[src/rtl/prime_round_sched_pkg.sv]
// Shared types and constants for the prime-prediction round scheduler.
package prime_game_pkg;

  typedef enum logic [2:0] {
    IDLE,
    REQ,
    WAIT_RNG,
    TURN,
    VERIFY,
    WAIT_RES,
    SCORE,
    DONE
  } state_t;

  localparam logic [1:0] P_NONE = 2'b00;
  localparam logic [1:0] P1     = 2'b01;
  localparam logic [1:0] P2     = 2'b10;
  localparam logic [1:0] P_TIE  = 2'b11;

  // Winner code from the two final scores.
  function automatic logic [1:0] pick_winner(input int unsigned s1, input int unsigned s2);
    if (s1 > s2)      return P1;
    else if (s2 > s1) return P2;
    else              return P_TIE;
  endfunction

endpackage

[src/rtl/prime_round_sched_if.sv]
// Handshakes between the scheduler, the RNG block and the shared verifier.
interface prime_round_sched_if;
  logic rng_req;
  logic rng_rdy;
  logic vfy_start;
  logic vfy_done;
  logic vfy_prime;

  modport master (
    output rng_req, vfy_start,
    input  rng_rdy, vfy_done, vfy_prime
  );

  modport slave (
    input  rng_req, vfy_start,
    output rng_rdy, vfy_done, vfy_prime
  );
endinterface

[src/rtl/prime_round_sched_rr_arb2.sv]
// Two-way round-robin arbiter; the pointer remembers the last granted player
// and resets to P2 so that P1 wins the first simultaneous request.
module rr_arb2
  import prime_game_pkg::*;
(
  input  logic       clk,
  input  logic       rst,
  input  logic [1:0] req,
  input  logic       en,
  output logic [1:0] grant
);

  logic last_p2;

  // Grant the sole requester, or the player not granted last time on a tie.
  always_comb begin
    grant = P_NONE;
    unique case (req)
      2'b01:   grant = P1;
      2'b10:   grant = P2;
      2'b11:   grant = last_p2 ? P1 : P2;
      default: grant = P_NONE;
    endcase
  end

  // Track the last granted player.
  always_ff @(posedge clk) begin
    if (!rst)                           last_p2 <= 1'b1;
    else if (en && (grant != P_NONE))   last_p2 <= grant[1];
  end

endmodule

[src/rtl/prime_round_sched.sv]
// Round scheduler for the prime-prediction game: requests a random number,
// arbitrates the guess, launches the shared verifier and keeps score.
// Optional turn timeout enabled by defining PRIME_TURN_TIMEOUT_EN.
module prime_round_sched
  import prime_game_pkg::*;
#(
  parameter int unsigned ROUNDS   = 8,
  parameter int unsigned SCORE_W  = 4,
  parameter int unsigned TURN_TMO = 200
) (
  input  logic                clk,
  input  logic                rst,
  input  logic                start,
  input  logic                p1_btn,
  input  logic                p2_btn,
  prime_round_sched_if.master bus,
  output logic [1:0]          turn_owner,
  output logic [SCORE_W-1:0]  p1_score,
  output logic [SCORE_W-1:0]  p2_score,
  output logic [7:0]          round_cnt,
  output logic                game_over,
  output logic [1:0]          winner
);

  state_t               state, state_nxt;
  logic [1:0]           grant;
  logic                 prime_q;
  logic                 tmo_hit;
  logic                 last_round;
  logic                 p1_gain, p2_gain;
  logic [SCORE_W-1:0]   p1_nxt, p2_nxt;

  rr_arb2 u_arb (
    .clk   (clk),
    .rst   (rst),
    .req   ({p2_btn, p1_btn}),
    .en    (state == TURN),
    .grant (grant)
  );

`ifdef PRIME_TURN_TIMEOUT_EN
  localparam int unsigned TMO_W = (TURN_TMO > 1) ? $clog2(TURN_TMO) : 1;
  logic [TMO_W-1:0] tmo_cnt;

  // Count cycles spent in TURN; restarts on every entry.
  always_ff @(posedge clk) begin
    if (!rst || (state != TURN)) tmo_cnt <= '0;
    else                         tmo_cnt <= tmo_cnt + 1'b1;
  end

  assign tmo_hit = (state == TURN) && (tmo_cnt == TMO_W'(TURN_TMO - 1));
`else
  assign tmo_hit = 1'b0;
`endif

  assign bus.rng_req   = (state == REQ);
  assign bus.vfy_start = (state == VERIFY);
  assign game_over     = (state == DONE);
  assign last_round    = (round_cnt == 8'(ROUNDS - 1));

  // Score update for the SCORE cycle; a forfeited round has no owner, so no gain.
  always_comb begin
    p1_gain = ((turn_owner == P1) &&  prime_q) || ((turn_owner == P2) && !prime_q);
    p2_gain = ((turn_owner == P2) &&  prime_q) || ((turn_owner == P1) && !prime_q);
    p1_nxt  = (p1_gain && (p1_score != '1)) ? p1_score + 1'b1 : p1_score;
    p2_nxt  = (p2_gain && (p2_score != '1)) ? p2_score + 1'b1 : p2_score;
  end

  // State register.
  always_ff @(posedge clk) begin
    if (!rst) state <= IDLE;
    else      state <= state_nxt;
  end

  // Next-state logic.
  always_comb begin
    state_nxt = state;
    unique case (state)
      IDLE:     if (start) state_nxt = REQ;
      REQ:      state_nxt = WAIT_RNG;
      WAIT_RNG: if (bus.rng_rdy) state_nxt = TURN;
      TURN: begin
        if (grant != P_NONE) state_nxt = VERIFY;
        else if (tmo_hit)    state_nxt = SCORE;
      end
      VERIFY:   state_nxt = WAIT_RES;
      WAIT_RES: if (bus.vfy_done) state_nxt = SCORE;
      SCORE:    state_nxt = last_round ? DONE : REQ;
      DONE:     if (!start) state_nxt = IDLE;
      default:  state_nxt = IDLE;
    endcase
  end

  // Game datapath: owner, registered result, scores, round count, winner.
  always_ff @(posedge clk) begin
    if (!rst) begin
      turn_owner <= P_NONE;
      prime_q    <= 1'b0;
      p1_score   <= '0;
      p2_score   <= '0;
      round_cnt  <= '0;
      winner     <= P_NONE;
    end else begin
      unique case (state)
        IDLE: begin
          if (start) begin
            p1_score  <= '0;
            p2_score  <= '0;
            round_cnt <= '0;
            winner    <= P_NONE;
          end
        end
        TURN:     if (grant != P_NONE) turn_owner <= grant;
        WAIT_RES: if (bus.vfy_done) prime_q <= bus.vfy_prime;
        SCORE: begin
          p1_score   <= p1_nxt;
          p2_score   <= p2_nxt;
          round_cnt  <= round_cnt + 8'd1;
          turn_owner <= P_NONE;
          if (last_round) winner <= pick_winner(32'(p1_nxt), 32'(p2_nxt));
        end
        default: ;
      endcase
    end
  end

endmodule

[src/flat_wrapper.sv]
// flat-port wrapper written by rule: the top's interface ports become plain ports
module prime_round_sched_flat import prime_game_pkg::*;
#(
  parameter int unsigned ROUNDS   = 8,
  parameter int unsigned SCORE_W  = 4,
  parameter int unsigned TURN_TMO = 200
)
  (clk, rst, start, p1_btn, p2_btn, turn_owner, p1_score, p2_score, round_cnt, game_over, winner, bus_rng_req, bus_vfy_start, bus_rng_rdy, bus_vfy_done, bus_vfy_prime);
  prime_round_sched_if bus_i ();
  input  logic clk;
  input  logic rst;
  input  logic start;
  input  logic p1_btn;
  input  logic p2_btn;
  output logic [1:0] turn_owner;
  output logic [SCORE_W-1:0] p1_score;
  output logic [SCORE_W-1:0] p2_score;
  output logic [7:0] round_cnt;
  output logic game_over;
  output logic [1:0] winner;
  output wire logic [$bits(bus_i.rng_req)-1:0] bus_rng_req;
  output wire logic [$bits(bus_i.vfy_start)-1:0] bus_vfy_start;
  input wire logic [$bits(bus_i.rng_rdy)-1:0] bus_rng_rdy;
  input wire logic [$bits(bus_i.vfy_done)-1:0] bus_vfy_done;
  input wire logic [$bits(bus_i.vfy_prime)-1:0] bus_vfy_prime;
  assign bus_rng_req = bus_i.rng_req;
  assign bus_vfy_start = bus_i.vfy_start;
  assign bus_i.rng_rdy = bus_rng_rdy;
  assign bus_i.vfy_done = bus_vfy_done;
  assign bus_i.vfy_prime = bus_vfy_prime;
  prime_round_sched #(.ROUNDS(ROUNDS), .SCORE_W(SCORE_W), .TURN_TMO(TURN_TMO)) u_core (.clk(clk), .rst(rst), .start(start), .p1_btn(p1_btn), .p2_btn(p2_btn), .bus(bus_i), .turn_owner(turn_owner), .p1_score(p1_score), .p2_score(p2_score), .round_cnt(round_cnt), .game_over(game_over), .winner(winner));
endmodule
[config.mk]
export PLATFORM = sky130hd
export DESIGN_NAME = prime_round_sched_flat
export DESIGN_NICKNAME = d
export VERILOG_FILES = /design/src/rtl/prime_round_sched_pkg.sv /design/src/rtl/prime_round_sched_if.sv /design/src/rtl/prime_round_sched_rr_arb2.sv /design/src/rtl/prime_round_sched.sv /design/src/flat_wrapper.sv
export SDC_FILE = /design/constraint.sdc
export NUM_CORES = 1
export LEC_CHECK = 0
export ABC_AREA = 1
export BUFFER_PORTS_ARGS = -buffer_cell sky130_fd_sc_hd__buf_4
export CELL_PAD_IN_SITES_DETAIL_PLACEMENT = 1
export CELL_PAD_IN_SITES_GLOBAL_PLACEMENT = 1
export CORE_ASPECT_RATIO = 1.75
export CORE_MARGIN = 4
export CORE_UTILIZATION = 41
export CTS_CLUSTER_SIZE = 40
export DETAILED_ROUTE_END_ITERATION = 7
export GPL_TIMING_DRIVEN = 0
export PLACE_DENSITY = 0.82
export SETUP_SLACK_MARGIN = 0.02
export SLEW_MARGIN = 10
export SYNTH_ARGS = -nofsm -noshare
export SYNTH_HDL_FRONTEND = slang
export SYNTH_SLANG_ARGS = --single-unit
[constraint.sdc]
create_clock -name clk -period 5.57 [get_ports clk]
set_clock_uncertainty 0.1 [all_clocks]
set_input_delay 0.2785 -clock clk [delete_from_list [all_inputs] [get_ports clk]]
set_output_delay 0.2785 -clock clk [all_outputs]
set_load 0.05 [all_outputs]
==> impl_metrics.py <==
metrics = {
    "worst_setup_path": {
        "critPathKind": "flop to flop",
        "cp_data_arrival_time_ns": 2.53,
        "cpLargestDelayFamily": "simple AND/OR/NAND/NOR gates",
        "reg2reg_slack_ns": 3.14,
        "r2r-start": "u_core.p2_score[0]$_SDFFE_PN0P_",
        "crit_path_end_kind": "flop",
        "r2r_end": "u_core.winner[0]$_SDFFE_PN0P_",
        "crit_top_cell": "nand2_1",
        "critPathLaunch": "u_core.p2_score[0]$_SDFFE_PN0P_",
        "worstSetupStartpointType": "flop",
        "critPathSlowestCell": "dfxtp_1",
        "ff2ff_path_depth": 13,
        "path_cells": "ha_1 -> nand3_1 -> nand2_1 -> nand2_1 -> and2_1 -> ha_1 -> inv_1 -> nor2_1 -> o21ai_0 -> nand2_1 -> nand2_1 -> nand2_1 -> a21oi_1",
        "worst_ep_required_time_ns": 5.68,
        "cp_num_buf_inv": 1,
        "crit_path_max_incr_delay_ns": 0.47,
        "crit_fanout": 7,
    },
    "synth": {
        "synth-async-reset-ratio": 0,
        "synth.avg_cell_area_um2": 6.478,
        "synth.net_count": 263,
        "yosysUniqueCellTypes": 24,
        "synth.mux.area_fraction": 0,
        "synth.most_common_cell": "nand2_1",
        "synth.top_cells.by_count": "nand2_1, nand3_1, inv_1, dfxtp_1, a21oi_1",
        "synth-warning-count": 0,
        "ys_ff_latch": 25,
        "synth-simple-area-share": 0.4104,
        "post_synth_inst_count": 248,
        "synth_top_family_by_area": "simple AND/OR/NAND/NOR gates",
        "synth_edf_count": 0,
        "ys_top_cells_by_area": "dfxtp_1, nand2_1, nand3_1",
        "synth-compound-area-share": 0.1059,
        "synth-xor-area-share": 0.01090,
        "synthAdderAreaFrac": 0.05452,
        "synth_area_leader_cell": "dfxtp_1",
        "synth_top_cell_area_share": 0.3115,
        "netlist_area_mm2": 0.001607,
        "synthFlopType": "dfxtp_1",
        "yosysSeqAreaShare": 0.3115,
    },
    "floorplanning": {
        "io_pins": 31,
        "coreArea_mm2": 0.003701,
        "floorplan.die_area_mm2": 0.005023,
        "chipWidth_um": 55.32,
        "start_util": 0.4341,
        "die_height_um": 90.81,
        "rows": 29,
    },
    "power": {
        "ir_drop_uv": 216.5,
        "powerDensity_mw_per_mm2": 283.9,
        "leakage_nw": 0.8822,
    },
    "cells_and_area": {
        "antenna_cells": 0,
        "num-fill-cells": 549,
        "syn_to_final_growth_pct": 20.48,
        "drive_above_1_share": 0.1844,
        "nNetsFinal": 298,
        "fin_cells": 328,
    },
    "hold_path": {
        "hold_path_end": "u_core.prime_q$_SDFFE_PN0P_",
        "hold_class": "input port to flop",
        "min_path_cells": 3,
        "hold_start": "bus_vfy_prime",
    },
    "clock_network": {
        "cts_tree": "done",
        "clock_sinks": 25,
        "ctsHoldBuffers": 0,
        "root_buffer": "clkbuf_8",
        "clock_latency_ns": 0.27,
        "cts_buffers": 3,
        "htree_levels": 1,
        "clk_pin_slew_worst_paths_ns": 0.09,
        "postCtsSetupRepairBufs": 0,
        "post_cts_resized": 0,
        "clockBufferDepth": 2,
    },
    "status": {
        "outcome": "complete, no violations",
    },
    "timing": {
        "min_period_ns": 2.426,
        "slew_violations": 0,
        "setup_viol": 0,
        "fmax_mhz": 412.1,
        "setup_tns_ns": 0,
        "hold_ws_ns": 0.1947,
        "rsz0062_at_grt": "no",
        "final_hold_viol_count": 0,
        "slew-limit-headroom": 0.6692,
        "tightestPinTransition_ns": 0.4963,
        "fin_crit_sh": 0.4356,
    },
    "global_route": {
        "grt_usage": 0.1853,
        "grtUsageMet1": 0.1873,
        "met3_usage": 0.02003,
        "grt_pass1_vias": 1722,
        "grt_pass1_wl_um": 7596,
        "grt.overflow.total": 0,
        "grt_max_degree": 15,
        "antenna_found_initial": 0,
        "use_met2": 0.3696,
        "gr-max-usage-layer": "met2",
    },
    "placement": {
        "dp_hpwl_um": 3556,
        "place_congestion": 0.7798,
        "portBuffers": 30,
        "dp_cells": 324,
    },
    "routing": {
        "drcViolationCount": 0,
        "vias_per_cell": 5.165,
        "drt_wl_total_um": 4373,
        "via_count": 1694,
        "drt_iter0_drc": 22,
        "first_pass_iters": 4,
        "wl_per_cell_um": 13.33,
        "antenna_left": 0,
    },
    "flow_run": {
        "maxCapViolations": 0,
    },
}
-- stage by stage --
stage	total power (W)	utilization	worst slack [ns]	instance area, µm²
final	0.0005495	0.5230	3.144	1936
after global routing	0.0005908	0.5230	2.938	1936
after CTS	0.0005568	0.5230	3.135	1936
after detailed placement	0.0004438	0.5105	3.196	1889
after global placement	0.0004372	0.5105	3.302	1889
after floorplan	0.0003822	-	3.144	1607
-- worst reg2reg max path, delay by kind of cell (launching register included) --
family,cells,cell delay [ns]
simple gates,8,0.89
compound gates,2,0.30
flops,1,0.47
buf+inv,1,0.06
fa+ha+maj,2,0.54
-- cells by family after synthesis --
kind of cell | after synthesis
adders and majority gates | 7
and+or+nand+nor | 144
DFF | 25
AOI/OAI and AO/OA | 33
buffers and inverters | 37
xor gates and xnor gates | 2
-- where the power goes --
group          internal, W  total [W]  switching [W]  leakage, nW
registers         0.000192   0.000204      0.0000122        0.202
clock network    0.0000502   0.000111      0.0000611       0.0255
logic            0.0000766   0.000234       0.000157        0.655
total             0.000319   0.000550       0.000231        0.882
-- sequential cells by signal, summed over array words and instances (netlist names) --
register,count
u_core.p1_score,4
u_core.u_arb.last_p2,1
u_core.prime_q,1
u_core.winner,2
u_core.p2_score,4
u_core.turn_owner,2
u_core.round_cnt,8
u_core.state,3
-- final cells by class --
type,instances,area (µm²),share of cell area
Sequential cell,25,500.5,0.2586
Tap cell,46,57.56,0.02973
Multi-Input combinational cell,186,934.6,0.4829
Buffer,6,55.05,0.02844
Timing Repair Buffer,30,225.2,0.1164
Clock buffer,3,41.29,0.02133
Clock inverter,1,5.005,0.002586
Inverter,31,116.4,0.06012
-- routing by layer --
layer	share of wire	vias to the layer above	routed length (µm)
li1	-	876	-
met1	0.38	792	1672
met2	0.57	21	2506
met3	0.029	5	129
met4	0.015	0	64
met5	0	-	0
-- layout by cell type, fill, tap and decap left out --
master,instances
ha_1,7
clkbuf_8,4
nand3_4,1
buf_4,32
nand2_2,1
clkinv_2,1
inv_1,27
nand3b_1,2
nand3_2,2
nor3_1,4
nor2_2,4
nand4_1,5
buf_6,2
o21ai_0,10
and2_1,2
nand3_1,34
clkbuf_1,1
a211oi_1,2
nand2_1,70
dfxtp_1,25
inv_2,4
xnor2_1,2
nor2_4,1
a21oi_1,21
nor2_1,18
-- worst max path at each step --
| stage | to | slack, ns | depth (start not counted) |
|---|---|---|---|
| after floorplan | u_core.winner[0]$_SDFFE_PN0P_ | 3.14 | 13 |
| after global placement | u_core.winner[0]$_SDFFE_PN0P_ | 3.30 | 13 |
| after detailed placement | u_core.winner[0]$_SDFFE_PN0P_ | 3.20 | 13 |
| after CTS | u_core.winner[0]$_SDFFE_PN0P_ | 3.14 | 13 |
| after global routing | u_core.winner[0]$_SDFFE_PN0P_ | 2.94 | 13 |
| final | u_core.winner[0]$_SDFFE_PN0P_ | 3.14 | 13 |
Power figures use the tool's default switching activity.
